## config.mk

```make
export PLATFORM = sky130hd
export DESIGN_NAME = offset_finder_arbiter
export DESIGN_NICKNAME = d
export VERILOG_FILES = /design/src/rtl/offset_finder_pkg.sv /design/src/rtl/rr_arbiter.sv /design/src/rtl/offset_finder_arbiter.sv
export SDC_FILE = /design/constraint.sdc
export NUM_CORES = 1
export LEC_CHECK = 0
export ABC_AREA = 0
export CORE_MARGIN = 3
export CORE_UTILIZATION = 43
export CTS_CLUSTER_DIAMETER = 80
export DETAILED_ROUTE_END_ITERATION = 8
export PLACE_DENSITY = 0.81
export SLEW_MARGIN = 20
export SYNTH_ARGS = -nofsm -noshare
export SYNTH_HDL_FRONTEND = slang
export SYNTH_SLANG_ARGS = --single-unit
```

## constraint.sdc

```tcl
create_clock -name clk_96MHz -period 4.4 [get_ports clk_96MHz]
set_clock_uncertainty 0.15 [all_clocks]
set_input_delay 0.88 -clock clk_96MHz [delete_from_list [all_inputs] [get_ports clk_96MHz]]
set_output_delay 0.88 -clock clk_96MHz [all_outputs]
set_load 0.01 [all_outputs]
```

## src/rtl/offset_finder_pkg.sv

```systemverilog
// Shared types and constants for the offset_finder arbiter slice.
package offset_finder_pkg;

    localparam int LFSR_W                  = 17;
    localparam int DEFAULT_WATCHDOG_CYCLES = 200000;

    typedef enum logic [2:0] {
        SYNC,
        ARB,
        START,
        FIND,
        RELEASE
    } state_t;

endpackage

```

## src/rtl/rr_arbiter.sv

```systemverilog
// Combinational round-robin pick: first set request at or after ptr, wrapping.
module rr_arbiter #(
    parameter int NUM_CH = 4,
    parameter int CH_W   = 2
) (
    input  logic [NUM_CH-1:0] req,
    input  logic [CH_W-1:0]   ptr,
    output logic [NUM_CH-1:0] grant,
    output logic [CH_W-1:0]   grant_idx,
    output logic              grant_valid
);

    always_comb begin
        int              idx;
        logic [CH_W-1:0] sel;
        grant       = '0;
        grant_idx   = '0;
        grant_valid = 1'b0;
        idx         = 0;
        sel         = '0;
        for (int off = 0; off < NUM_CH; off++) begin
            idx = int'(ptr) + off;
            if (idx >= NUM_CH) begin
                idx = idx - NUM_CH;
            end
            sel = CH_W'(idx);
            if (!grant_valid && req[sel]) begin
                grant_valid = 1'b1;
                grant[sel]  = 1'b1;
                grant_idx   = sel;
            end
        end
    end

endmodule

```

## src/rtl/offset_finder_arbiter.sv

```systemverilog
// Time-shares one offset_finder between NUM_CH decoder channels with
// round-robin scheduling, an enable/ready handshake sequencer and a watchdog.
module offset_finder_arbiter
    import offset_finder_pkg::*;
#(
    parameter int NUM_CH          = 4,
    parameter int CH_W            = 2,
    parameter int WATCHDOG_CYCLES = DEFAULT_WATCHDOG_CYCLES
) (
    input  logic                     clk_96MHz,
    input  logic                     reset,
    input  logic [NUM_CH-1:0]        req,
    input  logic [LFSR_W*NUM_CH-1:0] req_polynomial,
    input  logic [LFSR_W*NUM_CH-1:0] req_data,
    output logic [LFSR_W-1:0]        finder_polynomial,
    output logic [LFSR_W-1:0]        finder_data,
    output logic                     finder_enable,
    input  logic [LFSR_W-1:0]        finder_offset,
    input  logic                     finder_ready,
    output logic                     busy,
    output logic                     res_valid,
    output logic [CH_W-1:0]          res_ch,
    output logic [LFSR_W-1:0]        res_offset,
    output logic                     res_found,
    output logic                     res_timeout
);

    localparam int              WD_W    = $clog2(WATCHDOG_CYCLES);
    localparam logic [WD_W-1:0] WD_LAST = WD_W'(WATCHDOG_CYCLES - 1);

    state_t            state;
    logic [CH_W-1:0]   rr_ptr;
    logic [CH_W-1:0]   grant_idx;
    logic [WD_W-1:0]   wd_cnt;
    logic              sync_cnt;
    logic              rel_cnt;

    logic [NUM_CH-1:0] arb_grant;
    logic [CH_W-1:0]   arb_idx;
    logic              arb_valid;
    logic [LFSR_W-1:0] sel_poly;
    logic [LFSR_W-1:0] sel_data;

    rr_arbiter #(
        .NUM_CH (NUM_CH),
        .CH_W   (CH_W)
    ) u_rr (
        .req         (req),
        .ptr         (rr_ptr),
        .grant       (arb_grant),
        .grant_idx   (arb_idx),
        .grant_valid (arb_valid)
    );

    always_comb begin
        sel_poly = '0;
        sel_data = '0;
        for (int i = 0; i < NUM_CH; i++) begin
            if (arb_grant[i]) begin
                sel_poly = sel_poly | req_polynomial[LFSR_W*i +: LFSR_W];
                sel_data = sel_data | req_data[LFSR_W*i +: LFSR_W];
            end
        end
    end

    // The watchdog is checked before ready so a search ending on the
    // abort cycle is still reported as a timeout.
    always_ff @(posedge clk_96MHz) begin
        if (reset) begin
            state             <= SYNC;
            rr_ptr            <= '0;
            grant_idx         <= '0;
            wd_cnt            <= '0;
            sync_cnt          <= 1'b0;
            rel_cnt           <= 1'b0;
            finder_enable     <= 1'b0;
            finder_polynomial <= '0;
            finder_data       <= '0;
            busy              <= 1'b1;
            res_valid         <= 1'b0;
            res_ch            <= '0;
            res_offset        <= '0;
            res_found         <= 1'b0;
            res_timeout       <= 1'b0;
        end else begin
            res_valid <= 1'b0;
            case (state)
                SYNC: begin
                    finder_enable <= 1'b0;
                    if (finder_ready) begin
                        if (sync_cnt) begin
                            state <= ARB;
                            busy  <= 1'b0;
                        end else begin
                            sync_cnt <= 1'b1;
                        end
                    end else begin
                        sync_cnt <= 1'b0;
                    end
                end
                ARB: begin
                    if (arb_valid) begin
                        grant_idx         <= arb_idx;
                        finder_polynomial <= sel_poly;
                        finder_data       <= sel_data;
                        finder_enable     <= 1'b1;
                        wd_cnt            <= '0;
                        busy              <= 1'b1;
                        state             <= START;
                    end
                end
                START, FIND: begin
                    if (wd_cnt == WD_LAST) begin
                        finder_enable <= 1'b0;
                        res_valid     <= 1'b1;
                        res_ch        <= grant_idx;
                        res_offset    <= '0;
                        res_found     <= 1'b0;
                        res_timeout   <= 1'b1;
                        sync_cnt      <= 1'b0;
                        state         <= SYNC;
                    end else begin
                        wd_cnt <= wd_cnt + 1'b1;
                        if (state == START) begin
                            if (!finder_ready) begin
                                state <= FIND;
                            end
                        end else if (finder_ready) begin
                            res_valid     <= 1'b1;
                            res_ch        <= grant_idx;
                            res_offset    <= finder_offset;
                            res_found     <= (finder_offset != '0);
                            res_timeout   <= 1'b0;
                            finder_enable <= 1'b0;
                            rel_cnt       <= 1'b0;
                            state         <= RELEASE;
                        end
                    end
                end
                RELEASE: begin
                    if (rel_cnt) begin
                        rr_ptr <= (grant_idx == CH_W'(NUM_CH - 1)) ? '0 : grant_idx + 1'b1;
                        busy   <= 1'b0;
                        state  <= ARB;
                    end else begin
                        rel_cnt <= 1'b1;
                    end
                end
                default: begin
                    finder_enable <= 1'b0;
                    sync_cnt      <= 1'b0;
                    busy          <= 1'b1;
                    state         <= SYNC;
                end
            endcase
        end
    end

endmodule

```

==> flow_metrics.py <==
metrics = {
    "timing": {
        "rsz0062_at_grt": "false",
        "timing_hold_violations_final": 0,
        "final-setup-viol-count": 0,
        "slew_viol_final": 0,
        "worst_pin_slew_ns": 0.8026,
        "timing.fmax_ghz": 0.2591,
        "fin_tns_setup_ns": 0,
        "fin_crit_sh": 0.8770,
        "fin_crit_ns": 3.859,
        "maxSlewHeadroom": 0.4649,
    },
    "placement": {
        "routabilityCongestion": 0.9147,
        "portBuffers": 217,
        "hpwl_um": 13470,
    },
    "worst_setup_path": {
        "worstPathMaxFanout": 34,
        "crit_path_top_delay_cell": "mux4_2",
        "endpoint_kind": "flop",
        "cpPeakStageDelay_ns": 0.72,
        "cp_top_family": "compound AO/OA/AOI/OAI gates",
        "required_ns": 4.48,
        "crit_buf_inv": 2,
        "start_kind": "flop",
        "reg2reg_slack_ns": 0.54,
        "path_class": "reg -> reg",
        "worstPathArrival_ns": 3.93,
        "cp_cell_sequence": "inv_1, ha_1, mux4_2, nor2b_2, a221oi_1, a21oi_4, buf_4, a22oi_1, a311oi_1",
    },
    "synthesis": {
        "synth.distinct_cells": 54,
        "synth_seq_cells": 85,
        "yosysSeqAreaShare": 0.3290,
        "ys_top_cells_by_count": "94 x nor2_1, 87 x a22oi_1, 86 x nand2_1",
        "synth-edff-count": 0,
        "synth_top_area_share": 0.3290,
        "synth_area_um2": 5172,
        "synth_area_leader_cell": "dfxtp_1",
        "yosys.cell_count.top_type": "nor2_1",
        "synth_fp_nets": 800,
        "async_reset_ff_frac": 0,
        "synth.area.top_cells": "dfxtp_1 33%, a22oi_1 13%, nor2_1 6.8%",
        "synth.avg_cell_area_um2": 8.210,
        "ys_warn_count": 0,
        "synth_top_flop_cell": "dfxtp_1",
        "synthCells": 630,
    },
    "cts": {
        "cts_hold_buf": 0,
        "post_cts_buffers": 0,
        "clockRootBuffer": "clkbuf_16",
        "cts_max_level": 3,
        "ctsResizeCount": 0,
        "cts.path.max_buffers": 2,
        "clkLatencyLatePin_ns": 0.33,
        "cts.sinks": 85,
        "numCtsBuffers": 9,
        "cts_tree": "built",
        "clkTransAtPathRegs_ns": 0.06,
    },
    "run_status": {
        "status": "finished clean",
    },
    "floorplanning": {
        "die_h_um": 115.7,
        "io_pins": 218,
        "die-area_um2": 13380,
        "row_count": 39,
        "initial_core_util": 0.4473,
        "die_w_um": 115.7,
        "core_area_um2": 11560,
    },
    "route": {
        "drcViolationCount": 0,
        "vias": 6047,
        "vias_per_cell": 6.266,
        "drtPass1Iterations": 7,
        "antenna_left": 0,
        "post_drt_wl_per_cell_um": 19.38,
        "drt-initial-drc-count": 719,
        "wirelength_um": 18710,
    },
    "cells_and_area": {
        "antenna_cells": 0,
        "fin_util": 0.6591,
        "nFillCells": 980,
        "layout-drive-gt1-share": 0.06326,
        "area_growth_syn_to_layout_pct": 47.36,
        "final_net_count": 987,
    },
    "grt": {
        "grt_pass1_wl_um": 29240,
        "grt_usage": 0.2700,
        "grt_start_max_net_pins": 68,
        "antenna_found_initial": 0,
        "busiest_layer": "met2",
        "grt_overflow": 0,
        "grt_pass1_vias": 5982,
        "grt.met1_usage": 0.3193,
        "met3_usage": 0.06319,
        "grtUsageMet2": 0.4622,
    },
    "power": {
        "power.leakage_nw": 2.734,
        "ir_drop_mv": 0.2069,
        "p_per_area_nw_per_um2": 257.2,
    },
    "flow_run": {
        "maxCapViolations": 0,
    },
    "hold_path": {
        "hold_path.class": "reg -> reg",
    },
}
layout by cell type, fill, tap and decap left out, drive strengths merged, types with 2 or more instances in the layout:
master / instances
a311oi: 35
nor3: 3
buf: 18
a21oi: 20
nand4: 4
nand3: 14
nor2b: 4
clkinv: 3
a211oi: 7
a222oi: 34
and3: 3
mux4: 4
mux2: 3
mux2i: 10
nor4: 6
clkdlybuf4s50: 216
nand2: 86
clkinvlp: 2
a221oi: 2
or3: 2
xnor2: 15
a22oi: 87
clkbuf: 12
xor2: 2
a31oi: 3
inv: 8
nor2: 95
o211ai: 4
ha: 10
and2: 3
o21ai: 7
dfxtp: 85
registers in the layout, summed over array words and instances, names as in the netlist, 2 cells and up:
signal / count
finder_data: 17
finder_polynomial: 17
grant_idx: 2
res_ch: 2
res_offset: 17
rr_ptr: 2
state: 3
wd_cnt: 18
worst register-to-register path, cell delays in order, from the launching register on:
cell      delay [ns]
dfxtp_1         0.64
inv_1           0.22
ha_1            0.59
mux4_2          0.72
nor2b_2         0.20
a221oi_1        0.15
a21oi_4         0.16
buf_4           0.40
a22oi_1         0.19
a311oi_1        0.33
metal layers:
layer / routed length, µm / vias to the layer above / part of all wire
met5: 0 / - / 0
met3: 1847 / 52 / 0.099
met1: 7115 / 2825 / 0.38
met4: 652 / 0 / 0.035
li1: - / 2794 / -
met2: 9088 / 376 / 0.49
kinds of logic after synthesis:
| group | after synthesis | share of synthesized area |
|---|---|---|
| AO/OA/AOI/OAI | 208 | 0.3244 |
| AND/OR/NAND/NOR | 226 | 0.1867 |
| XOR/XNOR | 17 | 0.02879 |
| buffers and inverters | 67 | 0.06362 |
| adder cells (fa/ha/maj) | 10 | 0.02419 |
| multiplexers | 17 | 0.04330 |
| flip-flops | 85 | 0.3290 |
power breakdown:
group	internal (W)	switching [W]	total, W
sequential	0.000801	0.0000194	0.000820
combinational	0.000253	0.000210	0.000463
clock	0.000381	0.000296	0.000677
cell type report:
| type | count | area (µm²) | area share |
|---|---|---|---|
| clock buffers | 12 | 236.5 | 0.03102 |
| clock inverters | 4 | 25.02 | 0.003283 |
| inverters | 9 | 33.78 | 0.004432 |
| multi-input cells | 478 | 3152 | 0.4135 |
| flip-flops and latches | 85 | 1702 | 0.2232 |
| well taps | 143 | 178.9 | 0.02347 |
| repair buffers | 234 | 2295 | 0.3011 |
final timing paths:
kind         startpoint  cells after the start               to
min           res_found                      2        res_found
max           rr_ptr[1]                      9  finder_data[14]
max reg2reg   rr_ptr[1]                      9  finder_data[14]
min reg2reg   res_found                      2        res_found
through the flow:
step	cells	worst slack (ns)	instance area [µm²]	power [W]	hold WS, ns
4_1_cts	965	0.6714	7622	0.001968	0.3259
5_1_grt	965	0.4144	7622	0.002039	0.3592
3_3_place_gp	949	0.6856	7358	0.001285	0.2941
3_5_place_dp	949	0.5808	7361	0.001293	0.3176
6_report	965	0.5410	7622	0.001961	0.3231
2_1_floorplan	630	1.244	5172	0.001029	0.3024
Power figures use the tool's default switching activity.
==> patch 1 (config.mk and constraints unchanged) <==
`CH_W` is set to 2 in 2 places; all go to 4.
--- a/src/rtl/rr_arbiter.sv
+++ b/src/rtl/rr_arbiter.sv
@@ -2,5 +2,5 @@
 module rr_arbiter #(
     parameter int NUM_CH = 4,
-    parameter int CH_W   = 2
+    parameter int CH_W   = 4
 ) (
     input  logic [NUM_CH-1:0] req,
--- a/src/rtl/offset_finder_arbiter.sv
+++ b/src/rtl/offset_finder_arbiter.sv
@@ -5,5 +5,5 @@
 #(
     parameter int NUM_CH          = 4,
-    parameter int CH_W            = 2,
+    parameter int CH_W            = 4,
     parameter int WATCHDOG_CYCLES = DEFAULT_WATCHDOG_CYCLES
 ) (
Interface: changed (resized res_ch); port bits go from 218 to 220. No check against the original RTL was run, so the function may have changed too.
==> patch 1 against the unedited design <==
- global-route usage is 1.8 points lower
- sequential share of layout area is 1.9 points lower
- utilization is 3.0 points lower
- sequential cell count is 6 higher
- area after synthesis is 23% higher
- critical path type is now input pin to flop
- non-clock buffer count stayed put
- critical endpoint is now finder_data[0]
- worst setup slack better by 0.19 ns
- cell area is 17% higher
- wire length is 11% higher
- synthesized cell count is 16% higher
- count of clock-buffer cells in the layout is 2 lower
Power is not compared: it rests on default switching activity, and its combinational part moved more than twofold at a synthesized area within 25%.
==> patch 1: results <==
{
  "reg2reg_slack_ns": 0.85,
  "grt_use_met1_pct": 31.6,
  "tightest_slew_ns": 1.03,
  "grt_pass1_vias": 6721,
  "muxShareOfSynthArea_pct": 2.88,
  "wl_per_cell_um": 18.8,
  "comb_power_share_pct": 41.5,
  "status": "completed",
  "rr_endpoint": "finder_data[2]",
  "hold_slack_ns": 0.323,
  "crit-reg2reg-launch": "rr_ptr[2]",
  "syn-num-nets": 907,
  "insertedDiodeCount": 0,
  "cp_max_fo": 18,
  "crit_path_start": "req[1]",
  "r2r_cells": 10,
  "ys_async_sr_fraction_pct": 0,
  "gp_congestion": 0.885,
  "clkLatencyLatePin_ns": 0.35,
  "fillCellCount": 1256,
  "grt_max_degree": 64,
  "io_buffer_count": 219,
  "synth_area_leaders": "dfxtp_1 29%, a2111oi_4 6.9%, nor2_1 6.5%",
  "largest-register": "wd_cnt",
  "dr.pass1.iters": 6,
  "dp_hpwl_um": 14800,
  "hold_path.class": "flop to flop",
  "synth-xor-area-share_pct": 1.79,
  "grt.total_usage_pct": 25.2,
  "grtUsageMet3_pct": 6.86,
  "grt_pass1_wl_um": 33700,
  "cts_max_path_buffers": 2,
  "cts_resized": 0,
  "drive_gt1_share_pct": 8.98,
  "clock-root-buffer": "clkbuf_16",
  "met2_usage_pct": 41.9,
  "arrival_ns": 3.78,
  "synth_compound_area_share_pct": 35.1,
  "post_cts_buffers": 0,
  "fin_nets": 1094,
  "syn_area_per_cell_um2": 8.67,
  "synth.distinct_cells": 76,
  "first_iter_violations": 572,
  "clk_pin_slew_ns": 0.07,
  "p_sw_mw": 1.12,
  "ys_top_cells_by_count": "110 x nor2_1, 91 x dfxtp_1, 51 x and3_1",
  "yosysSeqAreaShare_pct": 28.7,
  "synth_fa_ha_area_share_pct": 2.96,
  "drt-vias-per-instance": 6.16
}
## patch 1: routing by layer
layer | vias to the layer above | part of all wire, %
li1 | 3204 | -
met1 | 3230 | 41
met2 | 324 | 48
met3 | 39 | 9.7
met4 | 0 | 1.9
met5 | - | 0
## patch 1: how the worst max path moves through the flow
stage	endpoint	slack, ns	cells after the start
2_1_floorplan	finder_data[11]	1.03	15
3_3_place_gp	finder_data[1]	0.49	8
3_5_place_dp	finder_data[0]	0.41	8
4_1_cts	finder_data[0]	0.78	8
5_1_grt	finder_data[1]	0.63	8
6_report	finder_data[0]	0.73	8
## patch 1: critical path: stages
cell             delay [ns]
clkdlybuf4s50_1        0.50
mux4_2                 0.67
nor3b_2                0.46
a32o_2                 0.29
a21o_4                 0.38
buf_12                 0.21
a2111oi_4              0.08
a311oi_2               0.29
## patch 1: kinds of logic (layout without fill, tap and decap cells)
logic type	count (synthesis)	count (layout)
buf+inv	92	284
xor+xnor	13	13
compound gates	241	241
fa+ha+maj	15	15
simple gates	267	267
mux	13	13
flops	91	91
## patch 1: metrics by stage
step                      area, um^2  utilization [%]  std cells  setup WS, ns  total power [mW]
after floorplan                 6350                -        732          1.03              1.86
after global placement          8590             60.7       1088         0.488              2.44
after detailed placement        8590             60.7       1088         0.406              2.46
after CTS                       8910             62.9       1104         0.778              3.30
after global routing            8910             62.9       1104         0.627              3.49
final                           8910             62.9       1104         0.731              3.29
## patch 1: layout make-up
cell class	count	area share, %
multi-input cells	549	45.9
clock buffers	10	2.68
well taps	180	2.53
inverters	34	1.43
flip-flops and latches	91	20.5
repair buffers	234	26.1
clock inverters	6	0.857
==> patch 2 (config.mk and constraints unchanged) <==
Made on the original files. Register the input `finder_offset` before use, without a reset. The logic sees it one clock later. The other inputs are not delayed to match.
--- a/src/rtl/offset_finder_arbiter.sv
+++ b/src/rtl/offset_finder_arbiter.sv
@@ -28,4 +28,10 @@
     localparam int              WD_W    = $clog2(WATCHDOG_CYCLES);
     localparam logic [WD_W-1:0] WD_LAST = WD_W'(WATCHDOG_CYCLES - 1);
+
+    logic [LFSR_W-1:0] finder_offset_q;
+
+    always_ff @(posedge clk_96MHz) begin
+        finder_offset_q <= finder_offset;
+    end
 
     state_t            state;
@@ -129,6 +135,6 @@
                             res_valid     <= 1'b1;
                             res_ch        <= grant_idx;
-                            res_offset    <= finder_offset;
-                            res_found     <= (finder_offset != '0);
+                            res_offset    <= finder_offset_q;
+                            res_found     <= (finder_offset_q != '0);
                             res_timeout   <= 1'b0;
                             finder_enable <= 1'b0;
Formal check against the unedited RTL: not equivalent (a bounded check fails within 10 cycles, from zero or initial values and one cycle with reset high).
==> patch 2 against the unedited design <==
- cell area up 4.4%
- area after synthesis rose by 4.1%
- power rose by 20%
- wire length rose by 2.7%
- critical path depth did not move
- worst setup slack got worse by 0.029 ns
- die area increased by 3.9%
- cell count is 1.2% higher
- count of clock-buffer cells in the layout fell by 3
- sequential cell count up 17
- critical path type unchanged
- critical endpoint is now finder_data[16]
==> patch 2: results <==
{
  "status": "completed",
  "synth.distinct_cells": 68,
  "fin_nets": 970,
  "dp_hpwl_um": 14000,
  "cp_max_fo": 21,
  "slew_headroom_pct": 32.6,
  "crit_slowest_cell": "o31ai_4",
  "dr.pass1.iters": 8,
  "first_iter_violations": 934,
  "dpl_cell_area_um2": 7620,
  "vias": 5941,
  "leakagePower_nw": 2.94,
  "slowest_delay_ns": 0.87,
  "grt_max_degree": 47,
  "syn-num-nets": 784,
  "clk_pin_slew_ns": 0.08,
  "yosysSeqAreaShare_pct": 37.9,
  "gp_congestion": 0.968,
  "arrival_ns": 3.99,
  "ys_top_cells_by_count": "102 x dfxtp_1, 91 x nor2_1, 38 x nand2_1",
  "place_inst": 957,
  "grt_pass1_vias": 5732,
  "wl_per_cell_um": 19.7,
  "fillCellCount": 1008,
  "synth_area_leaders": "dfxtp_1 38%, nor2_1 6.3%, a32o_1 4.1%",
  "internal_power_mw": 1.72,
  "syn_area_per_cell_um2": 8.77,
  "grt.total_usage_pct": 26.6,
  "drive_gt1_share_pct": 6.34,
  "grt_pass1_wl_um": 30700,
  "routed_wirelength_um": 19200,
  "antenna_found_initial": 4,
  "ir_drop_mv": 0.271
}
==> patch 2: changes by cell type in the layout (fill, tap and decap cells not counted), moves of 7 or more <==
| cell | before | now |
|---|---|---|
| a211o_1 | 0 | 23 |
| a311oi_1 | 35 | 22 |
| nand2_1 | 86 | 38 |
| dfxtp_1 | 85 | 102 |
| a21oi_1 | 18 | 32 |
| a222oi_1 | 34 | 11 |
| a211oi_1 | 7 | 14 |
| a22o_1 | 0 | 22 |
| a32o_1 | 0 | 22 |
| o21ai_0 | 5 | 27 |
| a22oi_1 | 87 | 19 |
| nand3_1 | 14 | 7 |
==> patch 2: logic make-up (layout without fill, tap and decap cells) <==
family / after synthesis / after routing / share of synthesized area [%]
AOI/OAI and AO/OA: 222 / 222 / 32.4
xor gates and xnor gates: 14 / 14 / 2.28
adders and majority gates: 10 / 10 / 2.32
buffers and inverters: 65 / 256 / 5.63
DFF: 102 / 102 / 37.9
muxes: 12 / 12 / 3.00
other: 0 / 4 / 0
and+or+nand+nor: 189 / 189 / 16.4
==> patch 2: layout make-up <==
type | count | area share [%]
antenna | 4 | 0.126
sequential | 102 | 25.7
inverter | 10 | 0.472
tap | 168 | 2.64
clock inverter | 7 | 1.23
clock buffer | 9 | 2.83
multi-input combinational | 447 | 38.6
timing repair buffer | 230 | 28.5
==> patch 2: metrics by stage <==
stage	hold slack, ns	setup slack, ns	utilization [%]
2_1_floorplan	0.313	1.26	-
3_3_place_gp	0.301	0.464	62.9
3_5_place_dp	0.314	0.346	62.9
4_1_cts	0.328	0.566	65.6
5_1_grt	0.365	0.210	65.7
6_report	0.320	0.512	65.7
==> patch 2: path summary, 6_finish.rpt <==
kind	from	end	slack [ns]	depth (start not counted)
worst min register to register	res_found	res_found	0.32	2
worst max register to register	rr_ptr[1]	finder_data[16]	0.51	9
worst max-delay path	rr_ptr[1]	finder_data[16]	0.51	9
worst min-delay path	res_found	res_found	0.32	2
==> patch 2: worst register-to-register path: cells and delay by family, from the launching register on <==
family	cells	cell delay, ns
DFF	1	0.67
buffers and inverters	2	0.56
and+or+nand+nor	2	0.54
adders and majority gates	1	0.55
AOI/OAI and AO/OA	4	1.34
==> patch 2: routing by layer <==
metal	share of wire, %	routed length [um]	vias up	global-route usage [%]
met5	0	0	-	0
met4	4.1	792	0	12.1
met3	9.9	1900	51	7.64
met2	47	9110	359	44.2
met1	39	7410	2811	32.0
li1	-	-	2720	-
==> patch 2: power groups by stage <==
stage                     combinational, mW  sequential (mW)  clock [mW]
after floorplan                       0.197             1.04           0
after global placement                0.485             1.03           0
after detailed placement              0.497             1.03           0
after CTS                             0.499             1.01       0.860
after global routing                  0.538             1.01       0.896
final                                 0.503             1.01       0.846
